**config.mk**
```make
export PLATFORM = sky130hd
export DESIGN_NAME = mem_responder_flat
export DESIGN_NICKNAME = d
export VERILOG_FILES = /design/src/rtl/mem_pkg.sv /design/src/rtl/mem_responder_if.sv /design/src/rtl/mem_resp_cache_array.sv /design/src/rtl/mem_responder.sv /design/src/flat_wrapper.sv
export SDC_FILE = /design/constraint.sdc
export NUM_CORES = 1
export LEC_CHECK = 0
export ABC_AREA = 0
export ABC_CLOCK_PERIOD_IN_PS = 2000
export CAP_MARGIN = 20
export CORE_UTILIZATION = 39
export DETAILED_ROUTE_END_ITERATION = 10
export PLACE_DENSITY = 0.81
export SKIP_CTS_REPAIR_TIMING = 1
export SLEW_MARGIN = 0
export SYNTH_ARGS = -nofsm -noshare
export SYNTH_HDL_FRONTEND = slang
export SYNTH_SLANG_ARGS = --single-unit
```
**constraint.sdc**
```tcl
create_clock -name clk -period 2 [get_ports clk]
set_input_delay 0.2 -clock clk [delete_from_list [all_inputs] [get_ports clk]]
set_output_delay 0.2 -clock clk [all_outputs]
set_load 0.01 [all_outputs]
```
**src/rtl/mem_pkg.sv**
```systemverilog
// Shared types for the mem_responder slice: FSM state encoding, data width,
// and the captured-request / registered-response records.
package mem_pkg;

    localparam int DATA_W = 16;

    typedef enum logic [1:0] {
        IDLE   = 2'd0,
        MEM_RD = 2'd1,
        MEM_WR = 2'd2,
        RESP   = 2'd3
    } state_e;

    typedef struct packed {
        logic              write;
        logic [DATA_W-1:0] wdata;
    } req_t;

    typedef struct packed {
        logic              valid;
        logic [DATA_W-1:0] rdata;
    } resp_t;

    // The backing-memory request is live exactly while waiting in a memory state.
    function automatic logic is_mem_state(input state_e s);
        return (s == MEM_RD) || (s == MEM_WR);
    endfunction

endpackage

```
**src/rtl/mem_responder_if.sv**
```systemverilog
// CPU request/response and backing-memory signal bundle for mem_responder.
// slave is the responder's view, master is the view of the CPU plus memory.
interface mem_responder_if
    import mem_pkg::*;
#(
    parameter int ADDR_W = 16
);
    logic              req_valid;
    logic              req_write;
    logic [ADDR_W-1:0] req_addr;
    logic [DATA_W-1:0] req_wdata;
    logic              req_ready;

    logic              resp_valid;
    logic [DATA_W-1:0] resp_rdata;

    logic              mem_req;
    logic              mem_we;
    logic [ADDR_W-1:0] mem_addr;
    logic [DATA_W-1:0] mem_wdata;
    logic              mem_ack;
    logic [DATA_W-1:0] mem_rdata;

    modport slave (
        input  req_valid, req_write, req_addr, req_wdata, mem_ack, mem_rdata,
        output req_ready, resp_valid, resp_rdata,
               mem_req, mem_we, mem_addr, mem_wdata
    );

    modport master (
        output req_valid, req_write, req_addr, req_wdata, mem_ack, mem_rdata,
        input  req_ready, resp_valid, resp_rdata,
               mem_req, mem_we, mem_addr, mem_wdata
    );

endinterface

```
**src/rtl/mem_resp_cache_array.sv**
```systemverilog
// Direct-mapped one-word-per-line storage: valid bits, tags, data and the
// hit compare. A single write port both fills lines and updates store hits.
module mem_resp_cache_array
    import mem_pkg::*;
#(
    parameter int INDEX_BITS = 8,
    parameter int ADDR_W     = 16
) (
    input  logic              clk,
    input  logic              reset,
    input  logic [ADDR_W-1:0] lookup_addr,
    output logic              hit,
    output logic [DATA_W-1:0] hit_data,
    input  logic              wr_en,
    input  logic [ADDR_W-1:0] wr_addr,
    input  logic [DATA_W-1:0] wr_data
);

    localparam int LINES = 1 << INDEX_BITS;
    localparam int TAG_W = ADDR_W - INDEX_BITS;

    logic [DATA_W-1:0] data_mem [LINES];
    logic [TAG_W-1:0]  tag_mem  [LINES];
    logic [LINES-1:0]  valid_q, valid_d;

    logic [INDEX_BITS-1:0] lookup_idx, wr_idx;
    logic [TAG_W-1:0]      lookup_tag, wr_tag;

    assign lookup_idx = lookup_addr[INDEX_BITS-1:0];
    assign lookup_tag = lookup_addr[ADDR_W-1:INDEX_BITS];
    assign wr_idx     = wr_addr[INDEX_BITS-1:0];
    assign wr_tag     = wr_addr[ADDR_W-1:INDEX_BITS];

    assign hit      = valid_q[lookup_idx] && (tag_mem[lookup_idx] == lookup_tag);
    assign hit_data = data_mem[lookup_idx];

    always_comb begin
        // NOTE: default first so every path assigns valid_d and no latch is inferred.
        valid_d = valid_q;
        if (wr_en) begin
            valid_d[wr_idx] = 1'b1;
        end
    end

    always_ff @(posedge clk or posedge reset) begin
        if (reset) begin
            // NOTE: non-blocking for all clocked state so every flop samples pre-edge values.
            valid_q <= '0;
        end else begin
            valid_q <= valid_d;
        end
    end

    // NOTE: tag/data arrays carry no reset; the valid bits alone make them meaningful.
    always_ff @(posedge clk) begin
        if (wr_en) begin
            data_mem[wr_idx] <= wr_data;
            tag_mem[wr_idx]  <= wr_tag;
        end
    end

endmodule

```
**src/rtl/mem_responder.sv**
```systemverilog
// Single-outstanding CPU memory responder with write-through, no-write-allocate
// cache; the cache is built only when MEM_RESPONDER_CACHE_EN is defined.
module mem_responder
    import mem_pkg::*;
#(
    parameter int INDEX_BITS = 8,
    parameter int ADDR_W     = 16
) (
    input  logic            clk,
    input  logic            reset,
    mem_responder_if.slave  bus
);

    state_e            state_q, state_d;
    req_t              req_q, req_d;
    logic [ADDR_W-1:0] addr_q, addr_d;
    resp_t             resp_q, resp_d;

    logic              hit;
    logic [DATA_W-1:0] hit_data;

`ifdef MEM_RESPONDER_CACHE_EN
    logic [ADDR_W-1:0] lookup_addr;
    logic              cache_we;
    logic [DATA_W-1:0] cache_wdata;

    // Look up the incoming address when idle, the captured one while a store is in flight.
    assign lookup_addr = (state_q == IDLE) ? bus.req_addr : addr_q;
    assign cache_we    = bus.mem_ack &&
                         ((state_q == MEM_RD) || ((state_q == MEM_WR) && hit));
    assign cache_wdata = (state_q == MEM_RD) ? bus.mem_rdata : req_q.wdata;

    mem_resp_cache_array #(
        .INDEX_BITS (INDEX_BITS),
        .ADDR_W     (ADDR_W)
    ) u_cache (
        .clk         (clk),
        .reset       (reset),
        .lookup_addr (lookup_addr),
        .hit         (hit),
        .hit_data    (hit_data),
        .wr_en       (cache_we),
        .wr_addr     (addr_q),
        .wr_data     (cache_wdata)
    );
`else
    assign hit      = 1'b0;
    assign hit_data = '0;
`endif

    always_comb begin
        state_d      = state_q;
        req_d        = req_q;
        addr_d       = addr_q;
        resp_d       = resp_q;
        resp_d.valid = 1'b0;

        case (state_q)
            IDLE: begin
                if (bus.req_valid) begin
                    req_d.write = bus.req_write;
                    req_d.wdata = bus.req_wdata;
                    addr_d      = bus.req_addr;
                    if (bus.req_write) begin
                        state_d = MEM_WR;
                    end else if (hit) begin
                        state_d      = RESP;
                        resp_d.valid = 1'b1;
                        resp_d.rdata = hit_data;
                    end else begin
                        state_d = MEM_RD;
                    end
                end
            end
            MEM_RD: begin
                if (bus.mem_ack) begin
                    state_d      = RESP;
                    resp_d.valid = 1'b1;
                    resp_d.rdata = bus.mem_rdata;
                end
            end
            MEM_WR: begin
                if (bus.mem_ack) begin
                    state_d      = RESP;
                    resp_d.valid = 1'b1;
                    resp_d.rdata = '0;
                end
            end
            RESP: begin
                state_d = IDLE;
            end
            default: begin
                state_d = IDLE;
            end
        endcase
    end

    always_ff @(posedge clk or posedge reset) begin
        if (reset) begin
            state_q <= IDLE;
            req_q   <= '0;
            addr_q  <= '0;
            resp_q  <= '0;
        end else begin
            state_q <= state_d;
            req_q   <= req_d;
            addr_q  <= addr_d;
            resp_q  <= resp_d;
        end
    end

    assign bus.req_ready  = (state_q == IDLE);
    assign bus.resp_valid = resp_q.valid;
    assign bus.resp_rdata = resp_q.rdata;
    assign bus.mem_req    = is_mem_state(state_q);
    assign bus.mem_we     = (state_q == MEM_WR);
    assign bus.mem_addr   = addr_q;
    assign bus.mem_wdata  = req_q.wdata;

endmodule

```
**src/flat_wrapper.sv**
```systemverilog
// flat-port wrapper written by rule: the top's interface ports become plain ports
module mem_responder_flat import mem_pkg::*;
#(
    parameter int INDEX_BITS = 8,
    parameter int ADDR_W     = 16
)
  (clk, reset, bus_req_valid, bus_req_write, bus_req_addr, bus_req_wdata, bus_mem_ack, bus_mem_rdata, bus_req_ready, bus_resp_valid, bus_resp_rdata, bus_mem_req, bus_mem_we, bus_mem_addr, bus_mem_wdata);
  mem_responder_if #(.ADDR_W(ADDR_W)) bus_i ();
  input  logic clk;
  input  logic reset;
  input wire logic [$bits(bus_i.req_valid)-1:0] bus_req_valid;
  input wire logic [$bits(bus_i.req_write)-1:0] bus_req_write;
  input wire logic [$bits(bus_i.req_addr)-1:0] bus_req_addr;
  input wire logic [$bits(bus_i.req_wdata)-1:0] bus_req_wdata;
  input wire logic [$bits(bus_i.mem_ack)-1:0] bus_mem_ack;
  input wire logic [$bits(bus_i.mem_rdata)-1:0] bus_mem_rdata;
  output wire logic [$bits(bus_i.req_ready)-1:0] bus_req_ready;
  output wire logic [$bits(bus_i.resp_valid)-1:0] bus_resp_valid;
  output wire logic [$bits(bus_i.resp_rdata)-1:0] bus_resp_rdata;
  output wire logic [$bits(bus_i.mem_req)-1:0] bus_mem_req;
  output wire logic [$bits(bus_i.mem_we)-1:0] bus_mem_we;
  output wire logic [$bits(bus_i.mem_addr)-1:0] bus_mem_addr;
  output wire logic [$bits(bus_i.mem_wdata)-1:0] bus_mem_wdata;
  assign bus_i.req_valid = bus_req_valid;
  assign bus_i.req_write = bus_req_write;
  assign bus_i.req_addr = bus_req_addr;
  assign bus_i.req_wdata = bus_req_wdata;
  assign bus_i.mem_ack = bus_mem_ack;
  assign bus_i.mem_rdata = bus_mem_rdata;
  assign bus_req_ready = bus_i.req_ready;
  assign bus_resp_valid = bus_i.resp_valid;
  assign bus_resp_rdata = bus_i.resp_rdata;
  assign bus_mem_req = bus_i.mem_req;
  assign bus_mem_we = bus_i.mem_we;
  assign bus_mem_addr = bus_i.mem_addr;
  assign bus_mem_wdata = bus_i.mem_wdata;
  mem_responder #(.INDEX_BITS(INDEX_BITS), .ADDR_W(ADDR_W)) u_core (.clk(clk), .reset(reset), .bus(bus_i));
endmodule
```
==> results of run 1 <==
registers in the layout, summed over array words and instances (netlist names):
name and flops:
u_core.bus.mem_addr 16, u_core.state_q 2, u_core.bus.resp_valid 1, u_core.bus.mem_wdata 16, u_core.bus.resp_rdata 16
worst max-delay path by stage:
stage | start | end | slack [ns] | cells after the start
6_report | u_core.state_q[0] | bus_mem_req | 0.08 | 3
5_1_grt | u_core.state_q[0] | bus_mem_req | 0.008 | 3
4_1_cts | u_core.state_q[0] | bus_mem_req | 0.06 | 3
3_5_place_dp | u_core.state_q[0] | u_core.bus.resp_rdata[15] | 0.28 | 4
3_3_place_gp | u_core.state_q[0] | u_core.bus.resp_rdata[3] | 0.37 | 4
2_1_floorplan | u_core.state_q[0] | u_core.bus.resp_rdata[10] | 0.45 | 6
metal layers:
metal | vias up | global-route usage
met5 | - | 0
met4 | 0 | 0.0719
met3 | 6 | 0.0562
met2 | 68 | 0.278
met1 | 667 | 0.205
li1 | 674 | -
cell type report:
type                    instances  area [sq um]  share of cell area
well taps                      67          83.8              0.0262
multi-input cells              65           628               0.196
repair buffers                108          1080               0.339
clock buffers                   7          96.3              0.0301
clock inverters                 1          7.51             0.00235
flip-flops and latches         51          1280               0.399
inverters                       6          22.5             0.00704
cell families after synthesis:
logic type / synth area share
and+or+nand+nor: 0.0177
buffers and inverters: 0.0385
muxes: 0.193
DFF: 0.644
adders and majority gates: 0.0253
AOI/OAI and AO/OA: 0.0809
cells in the final DEF (no fill, tap or decap), types with 2 or more instances in the layout:
| cell | synthesis | routed |
|---|---|---|
| a22o_1 | 16 | 16 |
| nand2_1 | 4 | 4 |
| nor2_1 | 2 | 2 |
| buf_4 | 3 | 3 |
| clkbuf_8 | 0 | 7 |
| ha_1 | 4 | 4 |
| clkdlybuf4s50_1 | 0 | 104 |
| mux2_2 | 23 | 23 |
| inv_1 | 6 | 5 |
| dfrtp_1 | 51 | 51 |
| mux2_1 | 11 | 11 |
metrics by stage:
stage          utilization  std cells  hold WS (ns)
2_1_floorplan            -        128         0.322
3_3_place_gp         0.642        297         0.473
3_5_place_dp         0.642        297         0.481
4_1_cts              0.664        305         0.297
5_1_grt              0.664        305         0.345
6_report             0.664        305         0.284
power groups by stage:
stage	Combinational (mW)	Clock [mW]	Sequential, mW
6_report	2.51	0.634	1.80
2_1_floorplan	0.954	0	2.05
4_1_cts	2.54	0.659	1.81
3_5_place_dp	2.53	0	1.82
5_1_grt	2.69	0.702	1.86
3_3_place_gp	2.49	0	1.80
==> impl_metrics.py, run 1 <==
metrics = {
    "outcome": {
        "status": "finished clean",
    },
    "finish": {
        "area_growth_pct": 61.5,
        "diodes": 0,
        "fill_cells": 410,
        "nets": 294,
        "drive_above_1_share": 0.155,
        "final_area_sq_um": 3200,
    },
    "pwr": {
        "power.switching_mw": 1.56,
        "seqPwrFrac": 0.364,
        "internal_power_mw": 3.38,
        "vdd_drop_max_mv": 1.20,
        "comb_power_share": 0.507,
        "netSwitchingFraction": 0.316,
        "p_clk_frac": 0.128,
        "power.density_nw_per_um2": 1540,
        "power.total_mw": 4.94,
        "p_leak_nw": 1.39,
    },
    "critical_path": {
        "r2r-start": "u_core.state_q[0]",
        "startpoint_type": "flip-flop",
        "worstRegToRegCells": 4,
        "r2r_setup_slack_ns": 0.26,
        "crit_fanout": 6,
        "end_kind": "output pin",
        "worst_path_largest_cell_delay_ns": 0.58,
        "r2r_end": "u_core.bus.resp_rdata[15]",
        "path_class": "reg -> out",
        "cp.required_ns": 1.80,
        "cp_data_arrival_time_ns": 1.72,
        "path_buf_inv": 2,
        "crit_slowest_cell": "clkdlybuf4s50_1",
        "cp_cell_sequence": "inv_1, ha_1, clkdlybuf4s50_1",
        "crit_family": "buffers and inverters",
    },
    "detailed_routing": {
        "vias": 1415,
        "drt_pass1_iterations": 3,
        "drt_iter0_drc": 60,
        "wl_per_cell_um": 14.4,
        "dr.max_layer_used": "met4",
        "met3_length_um": 345,
        "wl_met1_um": 1840,
        "drt-total-wl_um": 4380,
        "vias_per_cell": 4.64,
        "postRouteAntennaNets": 0,
        "met2_length_um": 2090,
        "post-route-drc-count": 0,
    },
    "placement": {
        "gp_congestion": 0.723,
        "post-place-ws_ns": 0.281,
        "hpwl_um": 3330,
        "dpl_cell_area_sq_um": 3090,
        "port_buffers": 104,
    },
    "global_route": {
        "grt_pass1_wl_um": 6680,
        "antenna_found_initial": 0,
        "grt_use_total": 0.170,
        "grt_start_max_net_pins": 33,
        "grt-ovfl-total": 0,
        "grt_pass1_vias": 1393,
    },
    "clocking": {
        "cts_max_path_buffers": 2,
        "h-tree-depth": 2,
        "worstSkewPairLatency_ns": 0.30,
        "tritoncts": "built",
        "clk_pin_slew_ns": 0.09,
        "cts_root_buf": "clkbuf_8",
        "clock_sinks": 51,
        "cts_inserted_buffers": 5,
    },
    "die": {
        "die_h_um": 73.3,
        "ios": 105,
        "die-width_um": 73.3,
        "design.core.area_sq_um": 4820,
        "start_util": 0.411,
        "rows": 25,
        "die_area_sq_um": 5370,
    },
    "timing": {
        "tns_ns": 0,
        "slew_violations": 0,
        "rsz0062_at_grt": "no",
        "setup_violations": 0,
        "worst_slack_ns": 0.0764,
        "final_hold_viol_count": 0,
        "fin_crit_ns": 1.92,
        "worst_slew_pin_slew_ns": 0.677,
        "period_share": 0.962,
        "skew_ns": 0.0100,
        "max_clock_freq_mhz": 520,
        "slew_headroom": 0.549,
    },
    "yosys": {
        "synth_edf_count": 0,
        "yosysMostFrequentCell": "dfrtp_1",
        "synth_seq_cells": 51,
        "synth_nets": 185,
        "synth_cell_types": 17,
        "synth_top_area_frac": 0.644,
        "syn_inst": 128,
        "synth.area.top_cells": "dfrtp_1 64%, mux2_2 13%, a22o_1 7.1%",
        "synth_area_per_cell_sq_um": 15.5,
        "synthFlopType": "dfrtp_1",
        "synth_common_cells": "51 x dfrtp_1, 23 x mux2_2, 16 x a22o_1, 11 x mux2_1, 6 x inv_1",
        "netlist_area_sq_um": 1980,
        "yosysTopAreaCell": "dfrtp_1",
        "synth_async_sr_flop_share": 1.00,
        "synth_warnings": 0,
        "seq_area_frac_synth": 0.644,
    },
    "job": {
        "maxCapViolations": 0,
    },
    "hold_path": {
        "hold_class": "in -> async",
    },
}
No activity file was read; power rests on OpenSTA's default activity.
==> run 2, diff against run 1 <==
CORE_ASPECT_RATIO = 0.8   (was unset)
==> impl_metrics.py, run 2 (same netlist as run 1, synthesis figures left out) <==
metrics = {
    "placement": {
        "post-place-ws_ns": 0.401,
        "gp_congestion": 0.769,
        "port_buffers": 104,
        "hpwl_um": 3140,
        "placed_cells": 291,
    },
    "critical_path": {
        "cp_data_arrival_time_ns": 1.70,
        "path_class": "reg -> out",
        "worstRegToRegCells": 5,
        "r2r_end": "u_core.state_q[0]",
        "cp.required_ns": 1.80,
        "startpoint_type": "flip-flop",
        "r2r_setup_slack_ns": 0.40,
        "crit_fanout": 6,
        "r2r-start": "u_core.state_q[0]",
        "end_kind": "output pin",
    },
    "outcome": {
        "status": "finished clean",
    },
    "global_route": {
        "antenna_found_initial": 0,
        "grt_pass1_vias": 1447,
        "use_met2": 0.257,
        "grt_use_total": 0.173,
        "grt-ovfl-total": 0,
        "grt_pass1_wl_um": 6830,
        "grt_start_max_net_pins": 52,
        "busiest_layer": "met2",
        "met3_usage": 0.0722,
        "grtUsageMet1": 0.219,
    },
    "clocking": {
        "clk_pin_slew_ns": 0.09,
        "cts_root_buf": "clkbuf_8",
        "tritoncts": "built",
        "worstSkewPairLatency_ns": 0.29,
        "cts_inserted_buffers": 5,
        "h-tree-depth": 2,
        "cts_max_path_buffers": 2,
        "clock_sinks": 51,
    },
    "finish": {
        "finalNonFillerCells": 298,
        "final_common_cell": "clkdlybuf4s50_1",
        "area_growth_pct": 60.7,
        "layout_common_cells": "104 x clkdlybuf4s50_1, 51 x dfrtp_1, 23 x mux2_2",
        "nets": 295,
        "diodes": 0,
        "drive_above_1_share": 0.160,
    },
    "pwr": {
        "power.switching_mw": 1.56,
        "power.density_nw_per_um2": 1550,
        "netSwitchingFraction": 0.316,
        "seqPwrFrac": 0.370,
        "p_leak_nw": 1.39,
        "p_clk_frac": 0.117,
        "vdd_drop_max_mv": 0.878,
        "internal_power_mw": 3.37,
        "comb_power_share": 0.514,
    },
    "detailed_routing": {
        "drt-total-wl_um": 4320,
        "drt_iter0_drc": 45,
        "postRouteAntennaNets": 0,
        "vias_per_cell": 4.70,
        "drt_pass1_iterations": 4,
        "post-route-drc-count": 0,
        "wl_per_cell_um": 14.5,
        "vias": 1400,
    },
    "die": {
        "ios": 105,
        "die-width_um": 81.7,
        "start_util": 0.418,
        "rows": 22,
        "die_area_sq_um": 5370,
        "die_h_um": 65.7,
        "design.core.area_sq_um": 4730,
    },
    "timing": {
        "rsz0062_at_grt": "no",
        "worst_slew_pin_slew_ns": 0.265,
        "max_clock_freq_mhz": 526,
        "tns_ns": 0,
        "skew_ns": 0.00664,
        "fin_crit_ns": 1.90,
        "setup_violations": 0,
        "slew_violations": 0,
        "period_share": 0.951,
        "holdWs_ns": 0.261,
        "slew_headroom": 0.823,
        "final_hold_viol_count": 0,
        "worst_slack_ns": 0.0983,
    },
    "hold_path": {
        "hold_class": "in -> async",
    },
    "job": {
        "maxCapViolations": 0,
    },
}
[run 2: final cells by class]
class | instances | area, sq um
fill | 364 | 1550
multi-input combinational | 65 | 631
sequential | 51 | 1280
timing repair buffer | 109 | 1090
clock inverter | 1 | 5.00
tap | 60 | 75.1
clock buffer | 6 | 82.6
inverter | 6 | 22.5
[run 2: metrics by stage]
| step | power, mW | area [sq um] | utilization |
|---|---|---|---|
| 3_3_place_gp | 4.32 | 3090 | 0.653 |
| 5_1_grt | 5.26 | 3180 | 0.672 |
| 4_1_cts | 4.98 | 3180 | 0.672 |
| 3_5_place_dp | 4.37 | 3090 | 0.653 |
| 6_report | 4.93 | 3180 | 0.672 |
| 2_1_floorplan | 3.00 | 1980 | - |
[run 2: how the worst max path moves through the flow]
stage          cells past startpoint               from                   endpoint  slack (ns)
3_5_place_dp                       5  u_core.state_q[0]          u_core.state_q[0]        0.40
6_report                           3  u_core.state_q[0]                bus_mem_req         0.1
2_1_floorplan                      6  u_core.state_q[0]  u_core.bus.resp_rdata[10]        0.45
3_3_place_gp                       3  u_core.state_q[0]                bus_mem_req        0.44
5_1_grt                            3  u_core.state_q[1]                bus_mem_req        0.02
4_1_cts                            3  u_core.state_q[0]                bus_mem_req        0.06
[run 2: power by group through the flow]
stage | Sequential (mW) | Clock, mW | Combinational [mW]
after floorplan | 2.05 | 0 | 0.954
after global placement | 1.80 | 0 | 2.52
after detailed placement | 1.83 | 0 | 2.55
after CTS | 1.82 | 0.605 | 2.56
after global routing | 1.89 | 0.655 | 2.72
final | 1.82 | 0.576 | 2.53
[run 2: metal layers]
metal | share of wire | wire (um)
met2 | 0.44 | 1920
met1 | 0.44 | 1910
met3 | 0.095 | 411
met4 | 0.018 | 77
met5 | 0 | 0
[run 2: worst max-delay path, stage by stage (launching register included)]
cell and delay [ns]:
dfrtp_1 0.39, inv_1 0.09, ha_2 0.39, clkdlybuf4s50_1 0.55
